`src/rtl/mmio_arbiter_if.sv`:
```
// Requester and driver-side signal bundle for the two-port MMIO arbiter.
interface mmio_arbiter_if #(
  parameter int unsigned ADDR_W = 32,
  parameter int unsigned DATA_W = 64
);

  // Requester 0 (host/test port)
  logic              r0_valid;
  logic              r0_cmd;
  logic [ADDR_W-1:0] r0_addr;
  logic [DATA_W-1:0] r0_wdata;
  logic              r0_lock;
  logic              r0_ready;
  logic [DATA_W-1:0] r0_rdata;
  logic              r0_err;

  // Requester 1 (program loader / ILA script engine)
  logic              r1_valid;
  logic              r1_cmd;
  logic [ADDR_W-1:0] r1_addr;
  logic [DATA_W-1:0] r1_wdata;
  logic              r1_lock;
  logic              r1_ready;
  logic [DATA_W-1:0] r1_rdata;
  logic              r1_err;

  // soc_driver user transaction port
  logic              drv_valid;
  logic              drv_cmd;
  logic [ADDR_W-1:0] drv_addr;
  logic [DATA_W-1:0] drv_wdata;
  logic              drv_ready;
  logic [DATA_W-1:0] drv_rdata;

  // Environment side: issues requests and plays the driver.
  modport master (
    output r0_valid, r0_cmd, r0_addr, r0_wdata, r0_lock,
    input  r0_ready, r0_rdata, r0_err,
    output r1_valid, r1_cmd, r1_addr, r1_wdata, r1_lock,
    input  r1_ready, r1_rdata, r1_err,
    input  drv_valid, drv_cmd, drv_addr, drv_wdata,
    output drv_ready, drv_rdata
  );

  // Arbiter side.
  modport slave (
    input  r0_valid, r0_cmd, r0_addr, r0_wdata, r0_lock,
    output r0_ready, r0_rdata, r0_err,
    input  r1_valid, r1_cmd, r1_addr, r1_wdata, r1_lock,
    output r1_ready, r1_rdata, r1_err,
    output drv_valid, drv_cmd, drv_addr, drv_wdata,
    input  drv_ready, drv_rdata
  );

endinterface

```
`src/rtl/mmio_arbiter.sv`:
```
// Two-requester round-robin arbiter and single-outstanding sequencer in front
// of the soc_driver user port, with bus lock and a per-transaction watchdog.
module mmio_arbiter #(
  parameter int unsigned       ADDR_W   = 32,
  parameter int unsigned       DATA_W   = 64,
  parameter int unsigned       TIMEOUT  = 2048,
  parameter logic [DATA_W-1:0] ERR_DATA = 64'hDEAD_DEAD_DEAD_DEAD
) (
  input  logic       clk,
  input  logic       rst_n,
  mmio_arbiter_if.slave bus,
  output logic       busy,
  output logic       owner,
  output logic [7:0] timeout_cnt
);

  localparam int unsigned WD_W = (TIMEOUT > 2) ? $clog2(TIMEOUT) : 1;

  typedef enum logic [1:0] {
    S_IDLE  = 2'd0,
    S_ISSUE = 2'd1,
    S_WAIT  = 2'd2,
    S_DONE  = 2'd3
  } state_t;

  typedef struct packed {
    logic              cmd;
    logic [ADDR_W-1:0] addr;
    logic [DATA_W-1:0] wdata;
    logic              lock;
  } req_t;

  state_t            state_q, state_d;
  req_t              req_q, req_d;
  logic              rr_ptr_q, rr_ptr_d;
  logic              lock_hold_q, lock_hold_d;
  logic              owner_q, owner_d;
  logic [WD_W-1:0]   wd_q, wd_d;
  logic [7:0]        tcnt_q, tcnt_d;
  logic              busy_q, busy_d;
  logic              drv_valid_q, drv_valid_d;
  logic              r0_ready_q, r0_ready_d;
  logic              r1_ready_q, r1_ready_d;
  logic [DATA_W-1:0] r0_rdata_q, r0_rdata_d;
  logic [DATA_W-1:0] r1_rdata_q, r1_rdata_d;
  logic              r0_err_q, r0_err_d;
  logic              r1_err_q, r1_err_d;

  logic              grant_vld;
  logic              grant_id;
  logic              lock_live;
  logic [DATA_W-1:0] done_data;
  logic              done_err;

  // State and registered outputs; async reset aborts any transaction silently.
  always_ff @(posedge clk or negedge rst_n) begin
    if (!rst_n) begin
      state_q     <= S_IDLE;
      req_q       <= '0;
      rr_ptr_q    <= 1'b0;
      lock_hold_q <= 1'b0;
      owner_q     <= 1'b0;
      wd_q        <= '0;
      tcnt_q      <= '0;
      busy_q      <= 1'b0;
      drv_valid_q <= 1'b0;
      r0_ready_q  <= 1'b0;
      r1_ready_q  <= 1'b0;
      r0_rdata_q  <= '0;
      r1_rdata_q  <= '0;
      r0_err_q    <= 1'b0;
      r1_err_q    <= 1'b0;
    end else begin
      state_q     <= state_d;
      req_q       <= req_d;
      rr_ptr_q    <= rr_ptr_d;
      lock_hold_q <= lock_hold_d;
      owner_q     <= owner_d;
      wd_q        <= wd_d;
      tcnt_q      <= tcnt_d;
      busy_q      <= busy_d;
      drv_valid_q <= drv_valid_d;
      r0_ready_q  <= r0_ready_d;
      r1_ready_q  <= r1_ready_d;
      r0_rdata_q  <= r0_rdata_d;
      r1_rdata_q  <= r1_rdata_d;
      r0_err_q    <= r0_err_d;
      r1_err_q    <= r1_err_d;
    end
  end

  // Next-state: arbitration in IDLE, issue, watchdog wait, completion routing.
  always_comb begin
    state_d     = state_q;
    req_d       = req_q;
    rr_ptr_d    = rr_ptr_q;
    lock_hold_d = lock_hold_q;
    owner_d     = owner_q;
    wd_d        = wd_q;
    tcnt_d      = tcnt_q;
    drv_valid_d = 1'b0;
    r0_ready_d  = 1'b0;
    r1_ready_d  = 1'b0;
    r0_rdata_d  = r0_rdata_q;
    r1_rdata_d  = r1_rdata_q;
    r0_err_d    = r0_err_q;
    r1_err_d    = r1_err_q;
    grant_vld   = 1'b0;
    grant_id    = 1'b0;
    lock_live   = 1'b0;
    done_data   = '0;
    done_err    = 1'b0;

    unique case (state_q)
      S_IDLE: begin
        // A lock only survives while its owner keeps requesting.
        lock_live = lock_hold_q && (owner_q ? bus.r1_valid : bus.r0_valid);
        if (lock_hold_q && !lock_live) begin
          lock_hold_d = 1'b0;
        end
        if (lock_live) begin
          grant_vld = 1'b1;
          grant_id  = owner_q;
        end else if (bus.r0_valid && bus.r1_valid) begin
          grant_vld = 1'b1;
          grant_id  = rr_ptr_q;
        end else if (bus.r0_valid) begin
          grant_vld = 1'b1;
          grant_id  = 1'b0;
        end else if (bus.r1_valid) begin
          grant_vld = 1'b1;
          grant_id  = 1'b1;
        end
        if (grant_vld) begin
          owner_d     = grant_id;
          req_d.cmd   = grant_id ? bus.r1_cmd   : bus.r0_cmd;
          req_d.addr  = grant_id ? bus.r1_addr  : bus.r0_addr;
          req_d.wdata = grant_id ? bus.r1_wdata : bus.r0_wdata;
          req_d.lock  = grant_id ? bus.r1_lock  : bus.r0_lock;
          drv_valid_d = 1'b1;
          state_d     = S_ISSUE;
        end
      end

      S_ISSUE: begin
        wd_d    = '0;
        state_d = S_WAIT;
      end

      S_WAIT: begin
        wd_d = wd_q + WD_W'(1);
        // Driver completion beats a watchdog expiry in the same cycle.
        if (bus.drv_ready || (wd_q == WD_W'(TIMEOUT - 1))) begin
          done_data = bus.drv_ready ? bus.drv_rdata : ERR_DATA;
          done_err  = !bus.drv_ready;
          if (!bus.drv_ready && (tcnt_q != 8'hFF)) begin
            tcnt_d = tcnt_q + 8'd1;
          end
          if (owner_q) begin
            r1_ready_d = 1'b1;
            r1_rdata_d = done_data;
            r1_err_d   = done_err;
          end else begin
            r0_ready_d = 1'b1;
            r0_rdata_d = done_data;
            r0_err_d   = done_err;
          end
          state_d = S_DONE;
        end
      end

      S_DONE: begin
        rr_ptr_d    = ~owner_q;
        lock_hold_d = req_q.lock;
        state_d     = S_IDLE;
      end

      default: state_d = S_IDLE;
    endcase

    busy_d = (state_d != S_IDLE);
  end

  // Output wiring from registers.
  assign bus.drv_valid = drv_valid_q;
  assign bus.drv_cmd   = req_q.cmd;
  assign bus.drv_addr  = req_q.addr;
  assign bus.drv_wdata = req_q.wdata;
  assign bus.r0_ready  = r0_ready_q;
  assign bus.r0_rdata  = r0_rdata_q;
  assign bus.r0_err    = r0_err_q;
  assign bus.r1_ready  = r1_ready_q;
  assign bus.r1_rdata  = r1_rdata_q;
  assign bus.r1_err    = r1_err_q;
  assign busy          = busy_q;
  assign owner         = owner_q;
  assign timeout_cnt   = tcnt_q;

endmodule

```
`src/flat_wrapper.sv`:
```
// flat-port wrapper written by rule: the top's interface ports become plain ports
module mmio_arbiter_flat 
#(
  parameter int unsigned       ADDR_W   = 32,
  parameter int unsigned       DATA_W   = 64,
  parameter int unsigned       TIMEOUT  = 2048,
  parameter logic [DATA_W-1:0] ERR_DATA = 64'hDEAD_DEAD_DEAD_DEAD
)
  (clk, rst_n, busy, owner, timeout_cnt, bus_r0_valid, bus_r0_cmd, bus_r0_addr, bus_r0_wdata, bus_r0_lock, bus_r0_ready, bus_r0_rdata, bus_r0_err, bus_r1_valid, bus_r1_cmd, bus_r1_addr, bus_r1_wdata, bus_r1_lock, bus_r1_ready, bus_r1_rdata, bus_r1_err, bus_drv_valid, bus_drv_cmd, bus_drv_addr, bus_drv_wdata, bus_drv_ready, bus_drv_rdata);
  mmio_arbiter_if #(.ADDR_W(ADDR_W), .DATA_W(DATA_W)) bus_i ();
  input  logic clk;
  input  logic rst_n;
  output logic busy;
  output logic owner;
  output logic [7:0] timeout_cnt;
  input wire logic [$bits(bus_i.r0_valid)-1:0] bus_r0_valid;
  input wire logic [$bits(bus_i.r0_cmd)-1:0] bus_r0_cmd;
  input wire logic [$bits(bus_i.r0_addr)-1:0] bus_r0_addr;
  input wire logic [$bits(bus_i.r0_wdata)-1:0] bus_r0_wdata;
  input wire logic [$bits(bus_i.r0_lock)-1:0] bus_r0_lock;
  output wire logic [$bits(bus_i.r0_ready)-1:0] bus_r0_ready;
  output wire logic [$bits(bus_i.r0_rdata)-1:0] bus_r0_rdata;
  output wire logic [$bits(bus_i.r0_err)-1:0] bus_r0_err;
  input wire logic [$bits(bus_i.r1_valid)-1:0] bus_r1_valid;
  input wire logic [$bits(bus_i.r1_cmd)-1:0] bus_r1_cmd;
  input wire logic [$bits(bus_i.r1_addr)-1:0] bus_r1_addr;
  input wire logic [$bits(bus_i.r1_wdata)-1:0] bus_r1_wdata;
  input wire logic [$bits(bus_i.r1_lock)-1:0] bus_r1_lock;
  output wire logic [$bits(bus_i.r1_ready)-1:0] bus_r1_ready;
  output wire logic [$bits(bus_i.r1_rdata)-1:0] bus_r1_rdata;
  output wire logic [$bits(bus_i.r1_err)-1:0] bus_r1_err;
  output wire logic [$bits(bus_i.drv_valid)-1:0] bus_drv_valid;
  output wire logic [$bits(bus_i.drv_cmd)-1:0] bus_drv_cmd;
  output wire logic [$bits(bus_i.drv_addr)-1:0] bus_drv_addr;
  output wire logic [$bits(bus_i.drv_wdata)-1:0] bus_drv_wdata;
  input wire logic [$bits(bus_i.drv_ready)-1:0] bus_drv_ready;
  input wire logic [$bits(bus_i.drv_rdata)-1:0] bus_drv_rdata;
  assign bus_i.r0_valid = bus_r0_valid;
  assign bus_i.r0_cmd = bus_r0_cmd;
  assign bus_i.r0_addr = bus_r0_addr;
  assign bus_i.r0_wdata = bus_r0_wdata;
  assign bus_i.r0_lock = bus_r0_lock;
  assign bus_r0_ready = bus_i.r0_ready;
  assign bus_r0_rdata = bus_i.r0_rdata;
  assign bus_r0_err = bus_i.r0_err;
  assign bus_i.r1_valid = bus_r1_valid;
  assign bus_i.r1_cmd = bus_r1_cmd;
  assign bus_i.r1_addr = bus_r1_addr;
  assign bus_i.r1_wdata = bus_r1_wdata;
  assign bus_i.r1_lock = bus_r1_lock;
  assign bus_r1_ready = bus_i.r1_ready;
  assign bus_r1_rdata = bus_i.r1_rdata;
  assign bus_r1_err = bus_i.r1_err;
  assign bus_drv_valid = bus_i.drv_valid;
  assign bus_drv_cmd = bus_i.drv_cmd;
  assign bus_drv_addr = bus_i.drv_addr;
  assign bus_drv_wdata = bus_i.drv_wdata;
  assign bus_i.drv_ready = bus_drv_ready;
  assign bus_i.drv_rdata = bus_drv_rdata;
  mmio_arbiter #(.ADDR_W(ADDR_W), .DATA_W(DATA_W), .TIMEOUT(TIMEOUT), .ERR_DATA(ERR_DATA)) u_core (.clk(clk), .rst_n(rst_n), .bus(bus_i), .busy(busy), .owner(owner), .timeout_cnt(timeout_cnt));
endmodule
```
`config.mk`:
```
export PLATFORM = sky130hd
export DESIGN_NAME = mmio_arbiter_flat
export DESIGN_NICKNAME = d
export VERILOG_FILES = /design/src/rtl/mmio_arbiter_if.sv /design/src/rtl/mmio_arbiter.sv /design/src/flat_wrapper.sv
export SDC_FILE = /design/constraint.sdc
export NUM_CORES = 1
export LEC_CHECK = 0
export CORE_AREA = 4 4 193 195
export DETAILED_ROUTE_END_ITERATION = 8
export DIE_AREA = 0 0 197 199
export GPL_TIMING_DRIVEN = 0
export PLACE_DENSITY = 0.66
export REMOVE_ABC_BUFFERS = 1
export SYNTH_ARGS = -nofsm -noshare
export SYNTH_HDL_FRONTEND = slang
export SYNTH_SLANG_ARGS = --single-unit
```
`constraint.sdc`:
```
create_clock -name clk -period 2.25 [get_ports clk]
set_input_delay 0.45 -clock clk [delete_from_list [all_inputs] [get_ports clk]]
set_output_delay 0.45 -clock clk [all_outputs]
set_load 0.02 [all_outputs]
```
After elaboration in Yosys (flattened, before gate mapping)
Index checks and enable logic that the tools add are counted. W data, S select, Z words.

Add/subtract/negate cells: 2. Eq/ne operators: 6. Multiplexer cells: 29. Bitwise operators: 1. Reduce and logical (&&, ||, !) cells: 16.

Operator list (count): $mux W64 (2); $mux W32 (1); $pmux W11 S2 (1); $mux W1 (21); $add A11 B1 Y11 const B (1); $eq A11 B11 Y1 const B (1); $reduce_and A3 Y1 (3); $add A8 B1 Y8 const B (1); $ne A8 B8 Y1 const B (1); $pmux W2 S4 (1); $reduce_bool A2 Y1 (3); $eq A2 B2 Y1 const B (2); $logic_and A1 B1 Y1 (4); $mux W2 (2); $reduce_and A2 Y1 (2); $eq A2 B1 Y1 const B (1); $logic_not A1 Y1 (2); $logic_not A2 Y1 (1); $ne A2 B1 Y1 const B (1); $pmux W1 S2 (1); $logic_or A1 B1 Y1 (1); $not A1 Y1 (1).

Flip-flop bits (word level): 256. Input bits: 265. Output and inout port bits: 240. Word-level logic and storage cells: 72.

Logic depth before layout (Yosys ltp)
Depth in word-level cells: 8. Depth in mapped cells: 9. Gate-level depth less buffers: 7.

Least setup slack after synthesis
Ideal clock, no wire load.

Path kind: flip-flop to flip-flop. Start: register u_core.state_q[0]. End: register u_core.r1_rdata_q[10] (netlist: u_core.bus.r1_rdata[10]). Setup time: 0.143 ns. Arrival: 1.675 ns. Required time: 2.107 ns. Slack: 0.432 ns. Stages on the path, launching flop included: 9. Path buffers: 4. Period minus slack after synthesis: 1.818 ns. Cells stage by stage: dfrtp_1 > inv_1 > ha_1 > buf_2 > and2_0 > buf_2 > buf_4 > clkbuf_1 > a2bb2oi_2.

Longest elaborated chain between the ends: 2.

RTL lines: start, declared (RTL line mmio_arbiter.sv:33) `state_t state_q, state_d;`; start signal, assigned (RTL line mmio_arbiter.sv:74) `state_q <= state_d;`; $eq A2 B2 Y1 (RTL line mmio_arbiter.sv:114) `unique case (state_q)`; $reduce_and A3 Y1 (no line); end signal, assigned (RTL line mmio_arbiter.sv:86) `r1_rdata_q <= r1_rdata_d;`; end, declared (RTL line mmio_arbiter.sv:45) `logic [DATA_W-1:0] r1_rdata_q, r1_rdata_d;`.

Every way passes these cells. A chain may end at the register's enable or synchronous reset.

Worst setup path after layout
Start: register u_core.lock_hold_q. End: register u_core.req_q, in the netlist u_core.bus.drv_wdata[26].

Longest elaborated chain between the ends: 4. Elaborated cells on any way between the ends: 7. Classes of those cells: 5 x mux; 2 x reduce/logical.

RTL lines: start, declared (RTL line mmio_arbiter.sv:36) `logic lock_hold_q, lock_hold_d;`; start signal, assigned (RTL line mmio_arbiter.sv:77) `lock_hold_q <= lock_hold_d;`; $logic_and A1 B1 Y1 (*) (RTL line mmio_arbiter.sv:117) `lock_live = lock_hold_q && (owner_q ? bus.r1_valid : bus.r0_valid);`; $mux W1 (RTL line mmio_arbiter.sv:121) `if (lock_live) begin`; $mux W1 (RTL line mmio_arbiter.sv:114); $mux W64 / $reduce_and A2 Y1 (equally long branches); end signal, assigned (RTL line mmio_arbiter.sv:75) `req_q <= req_d;`; end, declared (RTL line mmio_arbiter.sv:34) `req_t req_q, req_d;`.

Every way passes the cells marked *; elsewhere a longest branch is shown, timed or not. The select of a mux whose other input is x is not followed.

==> impl_metrics.tcl <==
set metrics [dict create \
    status "finished clean" \
    post_layout_nonfiller_instances 1890 \
    finalClockSkew_ns 0.01308 \
    clk_path_buf_depth 3 \
    syn-cell-area_um2 12190 \
    hold_path.class "primary input to async pin" \
    routed_wl_mm 40.39 \
    netlist_top_cells_area "dfrtp_1 53%, a2bb2oi_2 9.6%, mux2i_1 8.4%" \
    dieArea_um2 39200 \
    replace_congestion 0.7918 \
    drt-wirelength-per-cell_um 21.37 \
    route.detailed.vias_per_inst 4.908 \
    cpLargestDelayFamily "buffers and inverters" \
    synth_top_area_share_pct 52.57 \
    pin_count 505 \
    max_slew_margin_pct 36.90 \
    grt_pass1_vias 9871 \
    postSynthAreaPerCell_um2 12.14 \
    yosysSeqAreaShare_pct 52.57 \
    cp_slowest_cell "dfrtp_1" \
    design_power_total_mw 26.12 \
    worstPathMaxFanout 18 \
    antenna_found_initial 6 \
    dr.first_iter.drc_count 300 \
    cts_num_sinks 256 \
    post-route-cell-area_um2 18270 \
    rsz0062_at_grt "false" \
    detailed_place_hpwl_mm 28.94 \
    synth.lib_cells_used.distinct 42 \
    initial_core_utilization_pct 34.43 \
    dieHeight_um 199 \
    place.detailed.instances 1816 \
    crit_chain "mux2i_1, a21boi_4, buf_12, buf_16, buf_12, buf_16, mux2i_1, o21ai_0" \
    synth.ff_latch_count 256 \
    setup.worst_path.start_class "flop" \
    globalRoute.totalOverflow 0 \
    place.port_buffers 504 \
    cp.arrival_ns 2.57 \
    post_route_drc_violation_count 0 \
    peakVddDrop_mv 0.9228 \
    wire_length_of_the_first_global_routing_pass_mm 60.02 \
    slew_viol_final 0 \
    clock_insertion_delay_worst_skew_ns 0.55 \
    placed_area_um2 16990 \
    synth_warnings 0 \
    cts.root.buffer_cell "clkbuf_16" \
    critical_path_buffers_and_inverters 4 \
    tritoncts.num_buffers 30 \
    final-hold-violation-count 0 \
    achievable-frequency_mhz 467.3 \
    grt_max_degree 109 \
    worst-setup-path-type "flop to flop" \
    first_pass_iters 5 \
    worst_setup_path_end_kind "flop" \
    filler_cells 3138 \
    timing.final.crit_period_ns 2.140 \
    area_growth_pct 49.93 \
    timing.final.crit_share_pct 95.11 \
    h-tree-depth 1 \
    setup_violators_final 0 \
    post_synth_inst_count 1004 \
    leakage_nw 7.615 \
    drtAntennaViolNets 0 \
    cts.clk_slew.worst_paths_ns 0.06 \
    floorplan.rows 69 \
    tritoncts "done" \
    worst_slew_pin_slew_ns 0.9465 \
    die_w_um 197 \
    drv_cap 0 \
    power_density_nw_per_um2 1430 \
    fin_tns_setup_ns 0 \
    design.final.nets 1671 \
    cp_slowest_stage_delay_ns 0.40 \
    synth_top_cell_by_area "dfrtp_1" \
    detailroute.via_count 9276 \
    drive_above_1_share_pct 12.29 \
    crit_required_ns 2.68 \
    core_um2 35400 \
    global_route.usage.total_pct 19.39 \
]
==> metal layers <==
metal | global-route usage, % | wire length (um) | up-vias
met5 | 0 | 20 | -
met4 | 4.879 | 713 | 2
met3 | 6.335 | 3667 | 52
met1 | 24.34 | 16120 | 4550
met2 | 32.57 | 19870 | 389
li1 | - | - | 4283
==> final cells by class <==
class	instances	area [um^2]	share of cell area, %
clock buffer	43	850.8	4.657
sequential	256	6407	35.07
inverter	10	80.08	0.4383
multi-input combinational	569	4552	24.91
timing repair buffer	533	5613	30.72
tap	461	576.8	3.157
antenna	5	12.51	0.06848
clock inverter	13	177.7	0.9725
==> synthesized netlist by cell type (all sizes together) <==
| library cell | number |
|---|---|
| dfrtp | 256 |
| buf | 136 |
| nand2 | 109 |
| o21ai | 108 |
| mux2i | 102 |
| a2bb2oi | 88 |
| nor2b | 45 |
| a32o | 40 |
| clkbuf | 33 |
| nor2 | 11 |
| xor2 | 11 |
| inv | 10 |
| nand3 | 9 |
| ha | 6 |
| nor4 | 5 |
| a21oi | 4 |
| a31oi | 4 |
| and3 | 4 |
| nand4 | 4 |
| and4 | 3 |
| a22o | 2 |
| a41oi | 2 |
| mux2 | 2 |
| or2 | 2 |
| a21boi | 1 |
| a41o | 1 |
| and2 | 1 |
| nand3b | 1 |
| nor3 | 1 |
| nor4b | 1 |
| o31ai | 1 |
| or4b | 1 |
==> final timing paths <==
check,endpoint,from,slack (ns),cells past startpoint
worst max-delay path,u_core.bus.drv_wdata[26]$_DFFE_PN0P_,u_core.lock_hold_q$_DFFE_PN0P_,0.11,8
worst min-delay path,u_core.bus.r1_rdata[19]$_DFFE_PN0P_,rst_n,0.40,2
worst max register to register,u_core.bus.drv_wdata[26]$_DFFE_PN0P_,u_core.lock_hold_q$_DFFE_PN0P_,0.11,8
worst min register to register,u_core.bus.drv_wdata[31]$_DFFE_PN0P_,u_core.bus.drv_wdata[31]$_DFFE_PN0P_,0.48,2
max in group asynchronous,u_core.bus.drv_addr[27]$_DFFE_PN0P_,rst_n,0.45,4
min in group clk,u_core.bus.drv_wdata[31]$_DFFE_PN0P_,u_core.bus.drv_wdata[31]$_DFFE_PN0P_,0.48,2
==> worst reg2reg max path, stage by stage (launching register included) <==
cell and delay (ns):
dfrtp_1 0.40, mux2i_1 0.19, a21boi_4 0.25, buf_12 0.19, buf_16 0.18, buf_12 0.20, buf_16 0.22, mux2i_1 0.28
o21ai_0 0.11
==> flip-flops by register name, indices dropped and copies added (netlist names) <==
| name | count |
|---|---|
| u_core.bus.r0_err | 1 |
| u_core.bus.r0_rdata | 64 |
| u_core.rr_ptr_q | 1 |
| u_core.bus.r1_err | 1 |
| u_core.wd_q | 11 |
| u_core.bus.drv_cmd | 1 |
| u_core.bus.drv_wdata | 64 |
| u_core.timeout_cnt | 8 |
| u_core.owner | 1 |
| u_core.bus.r1_rdata | 64 |
| u_core.lock_hold_q | 1 |
| u_core.req_q | 1 |
| u_core.bus.r0_ready | 1 |
| u_core.bus.drv_addr | 32 |
| u_core.state_q | 2 |
| u_core.busy | 1 |
| u_core.bus.r1_ready | 1 |
| u_core.bus.drv_valid | 1 |
==> per-stage QoR <==
stage / worst slack [ns] / util (%) / hold WS (ns)
2_1_floorplan: -5.938 / - / 0.1544
4_1_cts: 0.0009577 / 51.19 / 0.3862
3_5_place_dp: -0.5688 / 48.00 / 0.3843
5_1_grt: 0.02565 / 51.61 / 0.4112
3_3_place_gp: -10.84 / 46.86 / 0.4622
6_report: 0.1100 / 51.62 / 0.4013
==> cell usage in the layout, fill, tap and decap left out, types with 3 or more instances in the layout <==
cell type | synthesis | final
clkdlybuf4s50_1 | 0 | 502
dfrtp_1 | 256 | 255
nand2_1 | 107 | 107
mux2i_1 | 102 | 101
o21ai_0 | 98 | 98
a2bb2oi_2 | 78 | 78
nor2b_1 | 45 | 45
a32o_1 | 40 | 40
clkbuf_16 | 0 | 34
xor2_1 | 11 | 11
nor2_1 | 11 | 10
a2bb2oi_1 | 10 | 10
buf_4 | 106 | 10
o21ai_1 | 9 | 9
clkbuf_1 | 33 | 9
buf_16 | 0 | 9
inv_1 | 8 | 8
nand3_1 | 8 | 8
diode_2 | 0 | 5
nor4_1 | 5 | 5
ha_1 | 6 | 5
clkinvlp_4 | 0 | 5
buf_12 | 8 | 5
a21oi_1 | 4 | 4
nand4_1 | 4 | 4
and3_1 | 4 | 4
a31oi_1 | 4 | 4
clkinv_2 | 0 | 4
bufinv_16 | 0 | 4
and4_1 | 3 | 3
clkbuf_8 | 0 | 3
==> power breakdown <==
group / switching [mW] / total, mW / leakage, nW / internal (mW)
Sequential: 1.29 / 7.98 / 3.09 / 6.69
Combinational: 6.57 / 13.1 / 4.03 / 6.55
Clock: 1.95 / 5.02 / 0.487 / 3.08
==> kinds of logic after synthesis <==
kind of cell / count (synthesis) / share of synthesized area [%]
flops: 256 / 52.57
compound gates: 251 / 19.04
simple gates: 197 / 7.989
buf+inv: 179 / 10.43
mux: 104 / 8.564
xor+xnor: 11 / 0.7906
fa+ha+maj: 6 / 0.6161
==> repair_timing <==
item	CTS	global route
endpoints found under the hold margin	49	0
gates resized for setup	5	7
setup endpoints to repair	139	112
hold buffers	1	0
setup buffers	4	5
cloned	2	3
pin swaps	1	0
Note: power is estimated with default switching activity, not from simulation.
